===== src/rtl/pipe_ctrl_pkg.sv =====
// Shared types for the pipeline hazard controller.
// Holds state/action encodings and the hard-wired zero register index.
package pipe_ctrl_pkg;

   typedef enum logic {
      RUN,
      MEM_WAIT
   } state_t;

   typedef enum logic [1:0] {
      ACT_RUN,
      ACT_STALL,
      ACT_FLUSH,
      ACT_FREEZE
   } action_t;

   localparam logic [4:0] REG_ZERO = 5'd0;

endpackage


===== src/rtl/sat_counter.sv =====
// Saturating event counter with synchronous clear.
// Clear wins over a coincident increment.
module sat_counter #(
   parameter int W = 16
) (
   input  logic         clk,
   input  logic         reset,
   input  logic         inc,
   input  logic         clr,
   output logic [W-1:0] count
);

   always_ff @(posedge clk or posedge reset) begin
      if (reset)
         count <= '0;
      else if (clr)
         count <= '0;
      else if (inc && !(&count))
         count <= count + W'(1);
   end

endmodule


===== src/rtl/hazard_ctrl.sv =====
// Pipeline hazard controller: load-use stall, branch flush,
// data-memory freeze, wait watchdog and performance counters.
module hazard_ctrl
   import pipe_ctrl_pkg::*;
#(
   parameter int TIMEOUT = 64,
   parameter int CNT_W   = 16
) (
   input  logic             clk,
   input  logic             reset,
   input  logic             id_valid,
   input  logic [4:0]       id_rs,
   input  logic [4:0]       id_rt,
   input  logic             id_uses_rt,
   input  logic             ex_mem_read,
   input  logic [4:0]       ex_rt,
   input  logic             mem_branch_taken,
   input  logic             mem_access,
   input  logic             dmem_ready,
   input  logic             clr_stats,
   output logic             pc_write,
   output logic             if_id_write,
   output logic             if_id_flush,
   output logic             id_ex_flush,
   output logic             ex_mem_flush,
   output logic             pipe_freeze,
   output logic             mem_timeout,
   output logic [CNT_W-1:0] stall_cnt,
   output logic [CNT_W-1:0] freeze_cnt,
   output logic [CNT_W-1:0] flush_cnt
);

   localparam int WW = $clog2(TIMEOUT + 1);
   localparam logic [WW-1:0] W_MAX  = WW'(TIMEOUT);
   localparam logic [WW-1:0] W_TRIP = WW'(TIMEOUT - 2);

   state_t        state;
   state_t        state_nx;
   action_t       act;
   logic [WW-1:0] wcnt;
   logic          lu;
   logic          mw;

   always_comb begin
      lu = id_valid && ex_mem_read && (ex_rt != REG_ZERO)
           && ((ex_rt == id_rs) || (id_uses_rt && (ex_rt == id_rt)));
      mw = mem_access && !dmem_ready;
   end

   // Freeze outranks flush, which outranks the load-use stall.
   always_comb begin
      act = ACT_RUN;
      if (mw)
         act = ACT_FREEZE;
      else if (mem_branch_taken)
         act = ACT_FLUSH;
      else if (lu)
         act = ACT_STALL;
      if (reset)
         act = ACT_RUN;
   end

   always_comb begin
      pc_write     = 1'b1;
      if_id_write  = 1'b1;
      if_id_flush  = 1'b0;
      id_ex_flush  = 1'b0;
      ex_mem_flush = 1'b0;
      pipe_freeze  = 1'b0;
      unique case (act)
         ACT_FREEZE: begin
            pc_write    = 1'b0;
            if_id_write = 1'b0;
            pipe_freeze = 1'b1;
         end
         ACT_FLUSH: begin
            if_id_flush  = 1'b1;
            id_ex_flush  = 1'b1;
            ex_mem_flush = 1'b1;
         end
         ACT_STALL: begin
            pc_write    = 1'b0;
            if_id_write = 1'b0;
            id_ex_flush = 1'b1;
         end
         default: ;
      endcase
   end

   always_comb begin
      state_nx = state;
      unique case (state)
         RUN:      if (mw) state_nx = MEM_WAIT;
         MEM_WAIT: if (dmem_ready) state_nx = RUN;
         default:  state_nx = RUN;
      endcase
   end

   always_ff @(posedge clk or posedge reset) begin
      if (reset)
         state <= RUN;
      else
         state <= state_nx;
   end

   always_ff @(posedge clk or posedge reset) begin
      if (reset)
         wcnt <= '0;
      else if (state == RUN)
         wcnt <= '0;
      else if (wcnt != W_MAX)
         wcnt <= wcnt + WW'(1);
   end

   // Sticky: trips on the edge where wcnt reaches TIMEOUT-1.
   always_ff @(posedge clk or posedge reset) begin
      if (reset)
         mem_timeout <= 1'b0;
      else if (state == MEM_WAIT && mw && wcnt >= W_TRIP)
         mem_timeout <= 1'b1;
   end

   sat_counter #(.W(CNT_W)) u_stall_cnt (
      .clk   (clk),
      .reset (reset),
      .inc   (act == ACT_STALL),
      .clr   (clr_stats),
      .count (stall_cnt)
   );

   sat_counter #(.W(CNT_W)) u_freeze_cnt (
      .clk   (clk),
      .reset (reset),
      .inc   (act == ACT_FREEZE),
      .clr   (clr_stats),
      .count (freeze_cnt)
   );

   sat_counter #(.W(CNT_W)) u_flush_cnt (
      .clk   (clk),
      .reset (reset),
      .inc   (act == ACT_FLUSH),
      .clr   (clr_stats),
      .count (flush_cnt)
   );

endmodule


===== config.mk =====
export PLATFORM = sky130hd
export DESIGN_NAME = hazard_ctrl
export DESIGN_NICKNAME = d
export VERILOG_FILES = /design/src/rtl/pipe_ctrl_pkg.sv /design/src/rtl/sat_counter.sv /design/src/rtl/hazard_ctrl.sv
export SDC_FILE = /design/constraint.sdc
export NUM_CORES = 1
export LEC_CHECK = 0
export ABC_CLOCK_PERIOD_IN_PS = 8400
export CAP_MARGIN = 5
export CELL_PAD_IN_SITES_DETAIL_PLACEMENT = 0
export CELL_PAD_IN_SITES_GLOBAL_PLACEMENT = 1
export CORE_MARGIN = 2
export CORE_UTILIZATION = 42
export CTS_BUF_LIST = sky130_fd_sc_hd__clkbuf_4 sky130_fd_sc_hd__clkbuf_8
export DETAILED_ROUTE_END_ITERATION = 6
export PLACE_DENSITY = 0.87
export SYNTH_ARGS = -nofsm -noshare
export SYNTH_HDL_FRONTEND = slang
export SYNTH_SLANG_ARGS = --single-unit

===== constraint.sdc =====
create_clock -name clk -period 8.4 [get_ports clk]
set_clock_uncertainty 0.15 [all_clocks]
set_input_delay 0.84 -clock clk [delete_from_list [all_inputs] [get_ports clk]]
set_output_delay 0.84 -clock clk [all_outputs]
set_load 0.01 [all_outputs]

==> impl_metrics.ini <==
[synth]
netlist_area_um2 = 3269
synth_ff_type = dfrtp_1
netlist_instances = 348
synth_compound_area_share_pct = 10.14
synthAdderAreaFrac_pct = 3.444
synth_nets = 381
ys_ff_latch = 57
synth_enable_flop_cells = 0
async_reset_ff_share_pct = 100.0
synth-warning-count = 0
synth_xor_area_share_pct = 12.32
muxShareOfSynthArea_pct = 1.607
synth_top_family_by_area = simple AND/OR/NAND/NOR gates
synth_cell_types = 54
synth_area_per_cell_um2 = 9.395
synth-simple-area-share_pct = 25.60
synth_seq_area_share_pct = 43.63

[drt]
drt_iter0_drc = 105
drc = 0
wl_um = 7412
antenna_left = 0
wl_per_cell_um = 13.91
drt_first_pass_iters = 5
vias = 2785
viasPerCell = 5.225

[timing]
setup_viol = 0
finalSetupTns_ns = 0
worstMarginPinSlew_ns = 0.7497
drv_slew = 0
period_needed_ns = 4.454
fin_crit_sh_pct = 53.02
rsz0062_at_grt = false
finalHoldViolCount = 0
relSlewSlack_pct = 50.02
max_freq_mhz = 224.5

[power_and_ir_drop]
power.internal_mw = 0.4731
p_leak_nw = 1.788
swShare_pct = 22.86
p_switching_mw = 0.1402
vdd_drop_max_v = 0.00007938
pwr-share-seq_pct = 45.7
p_comb_share_pct = 7.7
powerDensity_nw_per_um2 = 141.0
clock_power_share_pct = 46.6

[setup_path]
crit_path_start = reset
reg2reg_setup_slack_ns = 6.07
endpoint_kind = primary output
setup.worst_path.start_class = input port
required_ns = 7.41
r2r_end = u_stall_cnt.count[1]
worstSetupEndpoint = pipe_freeze
critPathMaxFanout = 61
arrival_ns = 3.46
r2r-start = u_stall_cnt.count[0]
reg2reg_depth = 7
critical_path_class = input port to primary output

[cells_and_area]
layout_common_cells = clkdlybuf4s50_1 (78), dfrtp_1 (57), nor2_1 (55)
layout.cells.most_common = clkdlybuf4s50_1
diodes = 0
multi_input_area_um2 = 1737
post-route-util_pct = 56.89
stdcell_count = 533
syn_to_final_growth_pct = 33.07
register_area_um2 = 1426
drive_above_1_share_pct = 7.193
nFillCells = 688
nets = 459

[floorplan]
ioPinCount = 79
die_y_um = 92.23
core_area_um2 = 7647
initial_utilization_pct = 42.75
die_w_um = 92.23
die-area_um2 = 8506
rows = 32

[global_route]
grt_start_max_net_pins = 62
globalRouteTotalUtil_pct = 18.47
antenna_found_initial = 0
grt-ovfl-total = 0
grt_pass1_vias = 2656
grt_pass1_wl_um = 12530

[placed_design]
hpwl_um = 5311
dpl.cell_count = 517
io_buffers = 78
gp_congestion = 0.8014

[cts]
cts.sinks = 57
cts_tree = built
insertion_delay_ns = 0.34
cts_resized = 0
clk_pin_slew_worst_paths_ns = 0.07
h-tree-depth = 3
post_cts_buffers = 0
postCtsHoldBufs = 0
max-clock-path-buffers = 2
cts-root-buf = clkbuf_8
numCtsBuffers = 9

[run]
max-cap-violations = 0

[worst_hold_path]
min_path_type = flip-flop to flip-flop

[run_status]
outcome = finished, final reports clean
-- worst min-delay path by stage --
stage                           start     endpoint  slack, ns  cells after the start
after global routing      mem_timeout  mem_timeout       0.37                      1
after CTS                 mem_timeout  mem_timeout       0.33                      1
after detailed placement  mem_timeout  mem_timeout       0.31                      1
final                     mem_timeout  mem_timeout       0.33                      1
after global placement    mem_timeout  mem_timeout       0.30                      1
after floorplan           mem_timeout  mem_timeout       0.36                      1
-- through the flow --
stage / instance area [um^2] / hold slack [ns] / worst slack (ns) / power [mW]
3_5_place_dp: 4131 / 0.3131 / 3.899 / 0.3337
4_1_cts: 4350 / 0.3340 / 3.887 / 0.6212
6_report: 4350 / 0.3319 / 3.946 / 0.6133
3_3_place_gp: 4131 / 0.3040 / 3.932 / 0.3328
5_1_grt: 4350 / 0.3682 / 3.594 / 0.6383
2_1_floorplan: 3269 / 0.3617 / 4.330 / 0.3091
-- worst max-delay path, stage by stage --
cell             delay (ns)
clkdlybuf4s50_1        0.43
inv_2                  0.05
buf_4                  0.60
o21ai_0                0.26
inv_1                  0.13
ha_1                   0.49
clkdlybuf4s50_1        0.64
-- per-layer routing --
| metal | vias up | track usage [%] | share of wire (%) |
|---|---|---|---|
| met4 | 0 | 5.597 | 0.96 |
| li1 | 1381 | - | - |
| met3 | 8 | 5.505 | 5.9 |
| met1 | 1312 | 25.28 | 47 |
| met2 | 84 | 28.31 | 46 |
| met5 | - | 0 | 0 |
-- area by class of cell --
cell class | count | share of cell area, %
multi-input combinational | 267 | 39.92
tap | 102 | 2.934
timing repair buffer | 81 | 18.46
clock buffer | 11 | 3.192
sequential | 57 | 32.79
inverter | 10 | 0.8628
clock inverter | 5 | 1.841
-- cells in the mapped netlist, drive strengths merged (5+ instances only) --
library cell | instances | area, um^2
xnor2 | 22 | 192.7
ha | 9 | 112.6
buf | 6 | 38.78
a31oi | 5 | 31.28
nand4 | 10 | 68.81
xor2 | 24 | 210.2
and3 | 11 | 68.82
and2 | 5 | 31.28
nand3 | 22 | 120.1
nor2b | 5 | 31.28
inv | 10 | 37.53
nor2 | 55 | 206.5
and4 | 7 | 61.31
a21oi | 9 | 45.04
nor3 | 13 | 65.06
o21ai | 11 | 70.07
clkbuf | 8 | 30.03
dfrtp | 57 | 1426
nand2 | 18 | 70.07
-- logic make-up (layout without fill, tap and decap cells) --
group	Yosys count	after routing
multiplexers	5	5
XOR/XNOR	46	46
flip-flops	57	57
adder cells (fa/ha/maj)	9	9
AO/OA/AOI/OAI	46	46
AND/OR/NAND/NOR	161	161
buffers and inverters	24	107
-- state kept, by name, indices dropped and copies added, names as in the netlist --
name and cells:
u_flush_cnt.count 16, u_stall_cnt.count 16, u_freeze_cnt.count 16, wcnt 7, mem_timeout 1, state 1
-- power by group through the flow --
stage | registers (mW) | logic, mW | clock network (mW)
after floorplan | 0.285 | 0.0242 | 0
after global placement | 0.285 | 0.0478 | 0
after detailed placement | 0.285 | 0.0485 | 0
after CTS | 0.280 | 0.0486 | 0.293
after global routing | 0.280 | 0.0534 | 0.305
final | 0.280 | 0.0475 | 0.286
Note: power is estimated with default switching activity, not from simulation.
